## config.mk

```make
export PLATFORM = sky130hd
export DESIGN_NAME = food_placer
export DESIGN_NICKNAME = d
export VERILOG_FILES = /design/src/rtl/food_placer.sv
export SDC_FILE = /design/constraint.sdc
export NUM_CORES = 1
export LEC_CHECK = 0
export CAP_MARGIN = 20
export CORE_ASPECT_RATIO = 1.5
export CORE_MARGIN = 5
export CORE_UTILIZATION = 35
export CTS_CLUSTER_SIZE = 14
export DETAILED_ROUTE_END_ITERATION = 12
export PLACE_DENSITY = 0.68
export REMOVE_ABC_BUFFERS = 1
export SLEW_MARGIN = 20
export SYNTH_ARGS = -nofsm -noshare
export SYNTH_HDL_FRONTEND = slang
export SYNTH_SLANG_ARGS = --single-unit
```

## constraint.sdc

```tcl
create_clock -name Clock -period 6.3 [get_ports Clock]
set_input_delay 1.26 -clock Clock [delete_from_list [all_inputs] [get_ports Clock]]
set_output_delay 1.26 -clock Clock [all_outputs]
set_load 0.01 [all_outputs]
```

## src/rtl/food_placer.sv

```systemverilog
// food_placer: draws a random interior playfield cell from a free-running LFSR and
// rejects cells under the snake. Optional retry cap: define FOOD_PLACER_ATTEMPT_LIMIT_EN.
module food_placer #(
    parameter int          GRID_HEIGHT = 30,
    parameter int          GRID_WIDTH  = 40,
    parameter int          NUM_PIECES  = 16,
    parameter logic [15:0] LFSR_SEED   = 16'hACE1,
    parameter int          FOOD_INIT_Y = 5,
    parameter int          FOOD_INIT_X = 10,
    localparam int         YB          = $clog2(GRID_HEIGHT),
    localparam int         XB          = $clog2(GRID_WIDTH)
) (
    input  logic                     Clock,
    input  logic                     ResetN,
    input  logic                     Request,
    input  logic [YB*NUM_PIECES-1:0] PackSnakeY,
    input  logic [XB*NUM_PIECES-1:0] PackSnakeX,
    output logic [YB-1:0]            FoodY,
    output logic [XB-1:0]            FoodX,
    output logic                     Valid,
    output logic                     Busy
);

    // state | meaning
    // IDLE  | waiting for Request; snake snapshot taken on acceptance
    // DRAW  | testing the current LFSR value as an interior candidate
    // SCAN  | comparing the candidate against one snapshot segment per cycle
    // DONE  | food updated, Valid high for this single cycle
    typedef enum logic [1:0] {ST_IDLE, ST_DRAW, ST_SCAN, ST_DONE} state_t;

    localparam int            IB       = (NUM_PIECES > 1) ? $clog2(NUM_PIECES) : 1;
    localparam logic [IB-1:0] IDX_LAST = IB'(NUM_PIECES - 1);
    localparam logic [YB-1:0] Y_MAX    = YB'(GRID_HEIGHT - 2);
    localparam logic [XB-1:0] X_MAX    = XB'(GRID_WIDTH - 2);

    state_t        state_q, state_d;
    logic [15:0]   lfsr_q, lfsr_d;
    logic [YB-1:0] snap_y_q [NUM_PIECES];
    logic [YB-1:0] snap_y_d [NUM_PIECES];
    logic [XB-1:0] snap_x_q [NUM_PIECES];
    logic [XB-1:0] snap_x_d [NUM_PIECES];
    logic [IB-1:0] idx_q, idx_d;
    logic [YB-1:0] cand_y_q, cand_y_d;
    logic [XB-1:0] cand_x_q, cand_x_d;
    logic [YB-1:0] food_y_q, food_y_d;
    logic [XB-1:0] food_x_q, food_x_d;
    logic          valid_q, valid_d;
    logic          busy_q, busy_d;
`ifdef FOOD_PLACER_ATTEMPT_LIMIT_EN
    logic [5:0]    attempt_q, attempt_d;
`endif

    logic [YB-1:0] draw_y;
    logic [XB-1:0] draw_x;
    logic          draw_ok;
    logic          seg_hit;

    assign draw_y  = lfsr_q[YB-1:0];
    assign draw_x  = lfsr_q[YB+XB-1:YB];
    // Border cells are never legal, so (0,0) empty slots can never be hit.
    assign draw_ok = (draw_y != '0) && (draw_y <= Y_MAX) &&
                     (draw_x != '0) && (draw_x <= X_MAX);
    assign seg_hit = (snap_y_q[idx_q] == cand_y_q) && (snap_x_q[idx_q] == cand_x_q);

    always_comb begin
        state_d  = state_q;
        lfsr_d   = {lfsr_q[14:0], lfsr_q[15] ^ lfsr_q[13] ^ lfsr_q[12] ^ lfsr_q[10]};
        snap_y_d = snap_y_q;
        snap_x_d = snap_x_q;
        idx_d    = idx_q;
        cand_y_d = cand_y_q;
        cand_x_d = cand_x_q;
        food_y_d = food_y_q;
        food_x_d = food_x_q;
`ifdef FOOD_PLACER_ATTEMPT_LIMIT_EN
        attempt_d = attempt_q;
`endif
        case (state_q)
            ST_IDLE: begin
                if (Request) begin
                    for (int h = 0; h < NUM_PIECES; h++) begin
                        snap_y_d[h] = PackSnakeY[h*YB +: YB];
                        snap_x_d[h] = PackSnakeX[h*XB +: XB];
                    end
`ifdef FOOD_PLACER_ATTEMPT_LIMIT_EN
                    attempt_d = '0;
`endif
                    state_d = ST_DRAW;
                end
            end
            ST_DRAW: begin
                if (draw_ok) begin
                    cand_y_d = draw_y;
                    cand_x_d = draw_x;
                    idx_d    = '0;
                    state_d  = ST_SCAN;
                end
            end
            ST_SCAN: begin
                if (seg_hit) begin
`ifdef FOOD_PLACER_ATTEMPT_LIMIT_EN
                    attempt_d = attempt_q + 6'd1;
                    state_d   = (attempt_q == 6'd63) ? ST_IDLE : ST_DRAW;
`else
                    state_d   = ST_DRAW;
`endif
                end else if (idx_q == IDX_LAST) begin
                    food_y_d = cand_y_q;
                    food_x_d = cand_x_q;
                    state_d  = ST_DONE;
                end else begin
                    idx_d = idx_q + IB'(1);
                end
            end
            ST_DONE: state_d = ST_IDLE;
            default: state_d = ST_IDLE;
        endcase
        valid_d = (state_d == ST_DONE);
        busy_d  = (state_d != ST_IDLE);
    end

    always_ff @(posedge Clock or negedge ResetN) begin
        if (!ResetN) begin
            state_q   <= ST_IDLE;
            lfsr_q    <= LFSR_SEED;
            snap_y_q  <= '{default: '0};
            snap_x_q  <= '{default: '0};
            idx_q     <= '0;
            cand_y_q  <= '0;
            cand_x_q  <= '0;
            food_y_q  <= YB'(FOOD_INIT_Y);
            food_x_q  <= XB'(FOOD_INIT_X);
            valid_q   <= 1'b0;
            busy_q    <= 1'b0;
`ifdef FOOD_PLACER_ATTEMPT_LIMIT_EN
            attempt_q <= '0;
`endif
        end else begin
            state_q   <= state_d;
            lfsr_q    <= lfsr_d;
            snap_y_q  <= snap_y_d;
            snap_x_q  <= snap_x_d;
            idx_q     <= idx_d;
            cand_y_q  <= cand_y_d;
            cand_x_q  <= cand_x_d;
            food_y_q  <= food_y_d;
            food_x_q  <= food_x_d;
            valid_q   <= valid_d;
            busy_q    <= busy_d;
`ifdef FOOD_PLACER_ATTEMPT_LIMIT_EN
            attempt_q <= attempt_d;
`endif
        end
    end

    assign FoodY = food_y_q;
    assign FoodX = food_x_q;
    assign Valid = valid_q;
    assign Busy  = busy_q;

endmodule

```

# [Yosys cells after proc, flatten, opt, wreduce, memory -nomap -nowiden]
# Index checks and enable logic that the tools add are counted.
[totals] in_bits=179 elab_cells=88 output_inout_bits=13 register_bits=222
[op_classes] n_lt_le_gt_ge=3 muxes=15 reduce_logical=13 bitwise=5 n_eq_ne=10 addsub=1
[op_table] operator="$bmux 6 s4" n=1
[op_table] operator="$bmux 5 s4" n=1
[op_table] operator="$mux 4" n=3
[op_table] operator="$mux 6" n=2
[op_table] operator="$mux 5" n=2
[op_table] operator="$mux 2" n=4
[op_table] operator="$pmux 2 s4" n=1
[op_table] operator="$pmux 4 s2" n=1
[op_table] operator="$eq 2x2->1 const B" n=3
[op_table] operator="$eq 6x6->1" n=1
[op_table] operator="$le 6x6->1 const B" n=1
[op_table] operator="$ne 2x2->1 const B" n=3
[op_table] operator="$reduce_bool 6->1" n=1
[op_table] operator="$eq 5x5->1" n=1
[op_table] operator="$ge 5x5->1 const B" n=1
[op_table] operator="$le 5x5->1 const B" n=1
[op_table] operator="$not 4->5" n=1
[op_table] operator="$reduce_bool 5->1" n=1
[op_table] operator="$add 4x1->4 const B" n=1
[op_table] operator="$eq 4x4->1 const B" n=1
[op_table] operator="$logic_and 1x1->1" n=4
[op_table] operator="$reduce_and 2->1" n=2
[op_table] operator="$reduce_and 4->1" n=1
[op_table] operator="$reduce_bool 2->1" n=2
[op_table] operator="5 further kinds" n=7

# [Depth between registers and ports, before layout]
# Gate-level depths: netlist of run 1.
[depth] ltp_word=9 depth_mapped=12 depth_no_buf=8

# [Worst setup path before layout of run 1]
# No wires, ideal clock.
[synth_path] path_kind="register to register" start="reg idx_q[0]" end="reg food_x_q[0] (netlist: FoodX[0])" period_less_slack_ns=2.962 path_stages_with_launch=11 arrival_time_ns=2.837 setup_slack_ns=3.338 path_buffers=3 required_ns=6.175 setup_time_ns=0.125 cell_sequence="dfrtp_1 > buf_6 > buf_2 > mux4_2 > a221oi_2 > xor2_1 > nand4_1 > nor4_4 > nor3_2 > buf_6 > mux2_4"
[synth_via] elab_chain_cells=8 word_cells_on_any_way=13 cone_classes="eq/ne: 3; mux: 6; bitwise: 2; reduce/logical: 2"
[synth_rtl] item="start, declared" line_no="42" text="logic [IB-1:0] idx_q, idx_d;"
[synth_rtl] item="start signal, assigned" line_no="143" text="idx_q <= idx_d;"
[synth_rtl] item="$not 4->5 (implied by the code)" line_no="63" text="assign seg_hit = (snap_y_q[idx_q] == cand_y_q) && (snap_x_q[idx_q] == cand_x_q);"
[synth_rtl] item="$bmux 6 s4 or $bmux 5 s4 (tied branches)" line_no="63"
[synth_rtl] item="$mux 6 (implied by the code) or $mux 5 (tied branches) (2 in series)" line_no="63"
[synth_rtl] item="$eq 6x6->1 or $eq 5x5->1 (tied branches)" line_no="63"
[synth_rtl] item="$logic_and 1x1->1" line_no="63"
[synth_rtl] item="$not 1->1 (no source line)"
[synth_rtl] item="$reduce_and 3->1 (no source line) *"
[synth_rtl] item="end signal, assigned" line_no="132" text="food_x_q <= XB'(FOOD_INIT_X);"
[synth_rtl] item="end signal, assigned" line_no="147" text="food_x_q <= food_x_d;"
[synth_rtl] item="end, declared" line_no="46" text="logic [XB-1:0] food_x_q, food_x_d;"
# Mark *: on every way between the ends. The rest lies on a longest branch, timed or not. The select of a mux whose other input is x is not followed.
# A chain may end at the register's enable or synchronous reset.

# [Worst setup path in the final report of run 1]
[layout_path] start="reg idx_q[0]" end="reg food_y_q[4] (netlist: FoodY[4])"
[layout_via] elab_chain_cells=8 word_cells_on_any_way=13 cone_classes="eq/ne: 3; mux: 6; bitwise: 2; reduce/logical: 2"
[layout_rtl] item="$not 4->5 (implied by the code)" line_no="63"
[layout_rtl] item="$bmux 6 s4 or $bmux 5 s4 (tied branches)" line_no="63"
[layout_rtl] item="$mux 6 (implied by the code) or $mux 5 (tied branches) (2 in series)" line_no="63"
[layout_rtl] item="$eq 6x6->1 or $eq 5x5->1 (tied branches)" line_no="63"
[layout_rtl] item="$logic_and 1x1->1" line_no="63"
[layout_rtl] item="$not 1->1 (no source line)"
[layout_rtl] item="$reduce_and 3->1 (no source line) *"
[layout_rtl] item="end signal, assigned" line_no="131" text="food_y_q <= YB'(FOOD_INIT_Y);"
[layout_rtl] item="end signal, assigned" line_no="146" text="food_y_q <= food_y_d;"
[layout_rtl] item="end, declared" line_no="45" text="logic [YB-1:0] food_y_q, food_y_d;"
# Marks and branches as above.

==> results of run 1 <==
-- cell families after synthesis --
logic type | count (synthesis) | share of synthesized area [%]
fa+ha+maj | 1 | 0.127
buf+inv | 41 | 1.99
simple gates | 57 | 3.44
flops | 222 | 56.5
compound gates | 44 | 3.53
mux | 260 | 33.3
xor+xnor | 13 | 1.15
-- routing by layer --
metal  GRT usage, %  vias up  part of all wire (%)
met2           26.9      138                    54
met3           2.66       30                   4.9
met5              0        -                     0
met1           17.4     3070                    39
li1               -     2747                     -
met4           4.63        0                   2.0
-- flip-flops by register name, summed over array words and instances, names as in the netlist --
name	count
FoodX	6
lfsr_q	16
Busy	1
snap_y_q	80
cand_y_q	5
cand_x_q	6
state_q	2
idx_q	4
Valid	1
snap_x_q	96
FoodY	5
-- path summary, 6_finish.rpt --
| path | startpoint | slack (ns) | end |
|---|---|---|---|
| min in group asynchronous | ResetN | 0.82 | snap_x_q[5] |
| max reg2reg | idx_q[0] | 2.38 | FoodY[4] |
| max in group asynchronous | ResetN | 4.39 | snap_x_q[94] |
| max | idx_q[0] | 2.38 | FoodY[4] |
| min reg2reg | lfsr_q[14] | 0.35 | lfsr_q[15] |
| min | lfsr_q[14] | 0.35 | lfsr_q[15] |
-- metrics by stage --
stage	setup TNS [ns]	hold WS [ns]	setup WS, ns	utilization, %
after global routing	0	0.361	2.08	46.2
after floorplan	-1609.36	0.333	-9.10	-
after detailed placement	0	0.348	2.32	43.4
final	0	0.353	2.38	46.2
after CTS	0	0.355	2.28	46.2
after global placement	0	0.336	2.41	43.4
-- power by group through the flow --
stage	clock, W	sequential [W]	combinational (W)
after detailed placement	0	0.00154	0.000245
after CTS	0.00141	0.00151	0.000246
after floorplan	0	0.00153	0.0000829
final	0.00136	0.00151	0.000240
after global placement	0	0.00154	0.000243
after global routing	0.00147	0.00152	0.000262
-- worst reg2reg max path, cell delays in order, from the launching register on --
cell,delay (ns)
dfrtp_4,0.98
mux4_2,0.63
mux2i_1,0.33
xnor2_1,0.17
a211oi_1,0.06
a31oi_1,0.30
nor4_4,0.12
nor3_2,0.56
buf_4,0.30
mux2_2,0.35
-- Yosys cell counts, types with 4 or more instances --
cell type,count
nand2_1,10
inv_1,4
mux2_2,190
nor2b_1,9
a22oi_1,9
nand2b_1,4
dfstp_2,12
xor2_1,7
dfrtp_1,210
nor2_1,5
clkbuf_1,22
xnor2_1,6
nand3_1,6
a21oi_1,5
a22o_1,6
mux4_2,32
nor3b_1,4
mux2_4,9
buf_2,7
mux2i_1,28
or4_1,4
-- final cells by class --
class                           count  area [µm²]
Clock buffer                       32         679
Clock inverter                     10        93.8
Fill cell                        2470       15000
Inverter                            4        15.0
Multi-Input combinational cell    375        4110
Sequential cell                   222        5580
Tap cell                          346         433
Timing Repair Buffer              196        1970
==> flow_metrics.py, run 1 <==
metrics = {
    "floorplan": {
        "chipWidth_um": 147,
        "die_h_um": 216,
        "core_um2": 27900,
        "dieArea_um2": 31700,
        "io_pins": 192,
        "core.rowCount": 75,
        "initial_core_util_pct": 35.4,
    },
    "critical_path": {
        "cp_max_fo": 44,
        "worstSetupStartpointType": "flop",
        "required_ns": 6.69,
        "slowest_delay_ns": 0.98,
        "crit_cells": 9,
        "rr_worst_depth": 9,
        "cp-end-kind": "flop",
        "crit_type": "flop to flop",
        "slowest_stage": "dfrtp_4",
        "path_cells": "mux4_2 -> mux2i_1 -> xnor2_1 -> a211oi_1 -> a31oi_1 -> nor4_4 -> nor3_2 -> buf_4 -> mux2_2",
        "crit_family": "multiplexers",
        "worstPathBufferInverterCount": 1,
        "worstPathArrival_ns": 4.32,
    },
    "clock_network": {
        "cts_setup_buffers": 0,
        "clock_latency_ns": 0.52,
        "root_buffer": "clkbuf_16",
        "clock_sinks": 222,
        "cts_buffers": 23,
        "htree_levels": 1,
        "cts_buffer_depth": 3,
        "postCtsHoldBufs": 0,
        "cts_resized": 0,
        "cts_tree": "built",
        "path_clk_slew_ns": 0.06,
    },
    "finish": {
        "areaGrowthSynthToFinish_pct": 30.4,
        "nNetsFinal": 1002,
        "final_cells": 1185,
        "mostFrequentLayoutCells": "dfrtp_1 (208), mux2_2 (190), clkdlybuf4s50_1 (190), mux4_2 (32), mux2i_1 (28)",
        "antennaDiodeCount": 0,
        "layout_commonest_cell": "dfrtp_1",
        "final_layout_size_suffix_gt1_share_pct": 35.4,
        "final_cell_area_um2": 12900,
    },
    "grt": {
        "grt_pass1_wl_mm": 37.0,
        "gr-total-overflow": 0,
        "grt_usage_pct": 14.7,
        "grt_max_degree": 128,
        "antenna_found_initial": 0,
        "grt_pass1_vias": 6734,
    },
    "yosys": {
        "synth_flop_cell": "dfrtp_1",
        "ys_types": 49,
        "synth_edf_count": 0,
        "synth_top_area_share_pct": 53.3,
        "synthTopCellsByArea": "dfrtp_1 (53%), mux2_2 (22%), mux4_2 (7.3%), dfstp_2 (3.2%), mux2i_1 (2.8%)",
        "synth_area_per_cell_um2": 15.5,
        "synth-seq-cells": 222,
        "syn_area_um2": 9870,
        "syn_inst": 638,
        "yosys_warnings": 0,
        "synth-seq-area-share_pct": 56.5,
        "synth.largest_area_cell": "dfrtp_1",
        "synthArstFlopShare_pct": 100,
    },
    "timing": {
        "fmax_mhz": 255,
        "finalMaxSlewViolations": 0,
        "worstMarginPinSlew_ns": 1.01,
        "hold_viol_final": 0,
        "relSlewSlack_pct": 32.9,
        "worst_clock_skew_ns": 0.0182,
        "setup_viol": 0,
        "finalCriticalPeriod_ns": 3.92,
        "post-route-period-util_pct": 62.3,
        "grt_setup_unrepaired": "false",
    },
    "power_and_ir_drop": {
        "power_w": 0.00312,
        "power_frac_comb_pct": 7.7,
        "power_frac_clock_pct": 43.8,
        "intPower_w": 0.00245,
        "irDropWorstVdd_mv": 0.176,
        "power_density_nw_per_um2": 242,
        "switching_share_pct": 21.5,
        "seqPwrFrac_pct": 48.5,
        "p_switching_w": 0.000671,
        "p_leak_nw": 5.44,
    },
    "outcome": {
        "outcome": "finished clean",
    },
    "place": {
        "placed_cell_area_um2": 12100,
        "port_buffers": 191,
        "dp.cells": 1143,
        "place.gp.congestion": 0.779,
        "dp_hpwl_mm": 16.1,
    },
    "routing": {
        "firstDrtPassIters": 4,
        "vias": 5985,
        "ant_nets": 0,
        "drc": 0,
        "drt-total-wl_mm": 23.2,
        "post_drt_via_cell_ratio": 5.05,
        "drt-initial-drc-count": 209,
        "wire_per_inst_um": 19.6,
    },
    "min_path": {
        "hold_class": "flop to flop",
        "whs_path_depth": 0,
    },
    "job": {
        "drv_cap": 0,
    },
}
No activity file was read; power rests on OpenSTA's default activity.
==> run 2: changes to the inputs <==
Clock period 6.3 ns to 3.7 ns, I/O delays scaled along.
==> flow_metrics.py, run 2 (synthesis gave the netlist of run 1 again) <==
metrics = {
    "floorplan": {
        "io_pins": 192,
        "chipWidth_um": 147,
        "core_um2": 27900,
        "die_h_um": 216,
        "core.rowCount": 75,
        "initial_core_util_pct": 35.4,
        "dieArea_um2": 31700,
    },
    "timing": {
        "tns_ns": 0,
        "worst_clock_skew_ns": 0.0125,
        "finalMaxSlewViolations": 0,
        "grt_setup_unrepaired": "false",
        "hold_viol_final": 0,
        "fin_hold_ws_ns": 0.206,
        "worstMarginPinSlew_ns": 0.701,
        "post-route-period-util_pct": 91.1,
        "fmax_mhz": 297,
        "setup_viol": 0,
        "relSlewSlack_pct": 53.3,
        "finalCriticalPeriod_ns": 3.37,
    },
    "clock_network": {
        "postCtsHoldBufs": 0,
        "path_clk_slew_ns": 0.06,
        "clock_sinks": 222,
        "htree_levels": 1,
        "clock_latency_ns": 0.52,
        "cts_resized": 0,
        "cts_buffer_depth": 3,
        "cts_tree": "built",
        "cts_setup_buffers": 0,
        "root_buffer": "clkbuf_16",
        "cts_buffers": 24,
    },
    "critical_path": {
        "worstSetupStartpointType": "flop",
        "rr_startpoint": "idx_q[0]",
        "cp_max_fo": 20,
        "worst_r2r_endpoint": "FoodX[5]",
        "crit_type": "flop to flop",
        "crit_family": "multiplexers",
        "slowest_delay_ns": 0.68,
        "slowest_stage": "dfrtp_4",
        "crit_cells": 9,
        "rrSetupSlack_ns": 0.33,
        "rr_worst_depth": 9,
        "cp-end-kind": "flop",
        "worstPathBufferInverterCount": 2,
        "required_ns": 4.09,
        "path_cells": "buf_12 -> mux4_2 -> a221oi_2 -> xor2_1 -> nand4_1 -> nor4_4 -> nor3_2 -> buf_4 -> mux2_1",
        "worstPathArrival_ns": 3.76,
    },
    "routing": {
        "firstDrtPassIters": 6,
        "ant_nets": 0,
        "vias": 6039,
        "drc": 0,
        "drt-total-wl_mm": 23.8,
        "drt-initial-drc-count": 196,
        "wire_per_inst_um": 19.9,
        "post_drt_via_cell_ratio": 5.03,
    },
    "power_and_ir_drop": {
        "irDropWorstVdd_mv": 0.347,
        "power_frac_comb_pct": 7.6,
        "intPower_w": 0.00425,
        "seqPwrFrac_pct": 47.8,
        "p_switching_w": 0.00115,
        "power_density_nw_per_um2": 413,
        "power_frac_clock_pct": 44.7,
        "p_leak_nw": 5.55,
        "switching_share_pct": 21.2,
    },
    "finish": {
        "final_cells": 1200,
        "final_cell_area_um2": 13100,
        "layout_commonest_cell": "dfrtp_1",
        "regMostFlops": "snap_x_q",
        "final_layout_size_suffix_gt1_share_pct": 36.2,
        "nNetsFinal": 1018,
        "areaGrowthSynthToFinish_pct": 32.5,
        "largest_reg_flops": 96,
        "top_regs": "snap_x_q (96), snap_y_q (80), lfsr_q (16)",
        "mostFrequentLayoutCells": "dfrtp_1 (208), mux2_2 (190), clkdlybuf4s50_1 (190), mux4_2 (32), mux2i_1 (28)",
        "fillers": 2433,
        "antennaDiodeCount": 0,
        "post-route-util_pct": 46.9,
    },
    "place": {
        "place.gp.congestion": 0.744,
        "dp_hpwl_mm": 17.4,
        "dp.cells": 1158,
        "placed_cell_area_um2": 12300,
        "port_buffers": 191,
    },
    "outcome": {
        "outcome": "finished clean",
    },
    "grt": {
        "antenna_found_initial": 0,
        "gr-total-overflow": 0,
        "grt_pass1_wl_mm": 37.5,
        "grt_pass1_vias": 6665,
        "grt_usage_pct": 15.0,
        "grt_max_degree": 91,
    },
    "min_path": {
        "hold_class": "input pin to asynchronous set/reset pin",
    },
    "job": {
        "drv_cap": 0,
    },
}
run 2: cell count changes in the layout (fill, tap and decap cells not counted), sizes merged:
cell	delta
inv	-2
clkinvlp	-2
clkbuf	+2
bufinv	+1
buf	+15
clkinv	+1
run 2: layout make-up:
type	instances	area, µm²	area share (%)
flip-flops and latches	222	5580	42.7
multi-input cells	375	4110	31.4
repair buffers	211	2150	16.5
clock buffers	34	699	5.35
well taps	346	433	3.31
clock inverters	8	92.6	0.708
inverters	4	15.0	0.115
run 2: power groups by stage:
stage / clock, W / combinational (W) / sequential [W]
final: 0.00241 / 0.000408 / 0.00258
after global routing: 0.00258 / 0.000447 / 0.00259
after CTS: 0.00249 / 0.000420 / 0.00258
after detailed placement: 0 / 0.000417 / 0.00262
after global placement: 0 / 0.000413 / 0.00262
after floorplan: 0 / 0.000141 / 0.00260
run 2: worst max-delay path by stage:
stage / slack (ns) / start / end
3_5_place_dp: 0.22 / idx_q[0] / FoodX[5]
4_1_cts: 0.20 / idx_q[0] / FoodX[5]
3_3_place_gp: 0.25 / idx_q[0] / FoodX[5]
6_report: 0.33 / idx_q[0] / FoodX[5]
2_1_floorplan: -11.18 / Request / snap_x_q[0]
5_1_grt: 0.10 / idx_q[0] / FoodX[5]
run 2: per-stage QoR:
stage	power (W)	setup slack (ns)
final	0.00540	0.330
after global routing	0.00562	0.102
after CTS	0.00549	0.201
after detailed placement	0.00304	0.218
after global placement	0.00303	0.251
after floorplan	0.00274	-11.18
run 2: worst register-to-register path, delay by kind of cell, from the launching register on:
family | cells | cell delay [ns]
mux | 2 | 0.85
compound gates | 1 | 0.33
buf+inv | 2 | 0.44
flops | 1 | 0.68
simple gates | 3 | 0.69
xor+xnor | 1 | 0.26
run 2: per-layer routing:
layer	part of all wire (%)	vias up	wire [µm]	GRT usage, %
met5	0	-	0	0
met4	1.5	0	349	3.42
met3	4.6	25	1110	2.77
met2	54	125	12900	27.5
met1	40	3112	9460	18.2
li1	-	2777	-	-
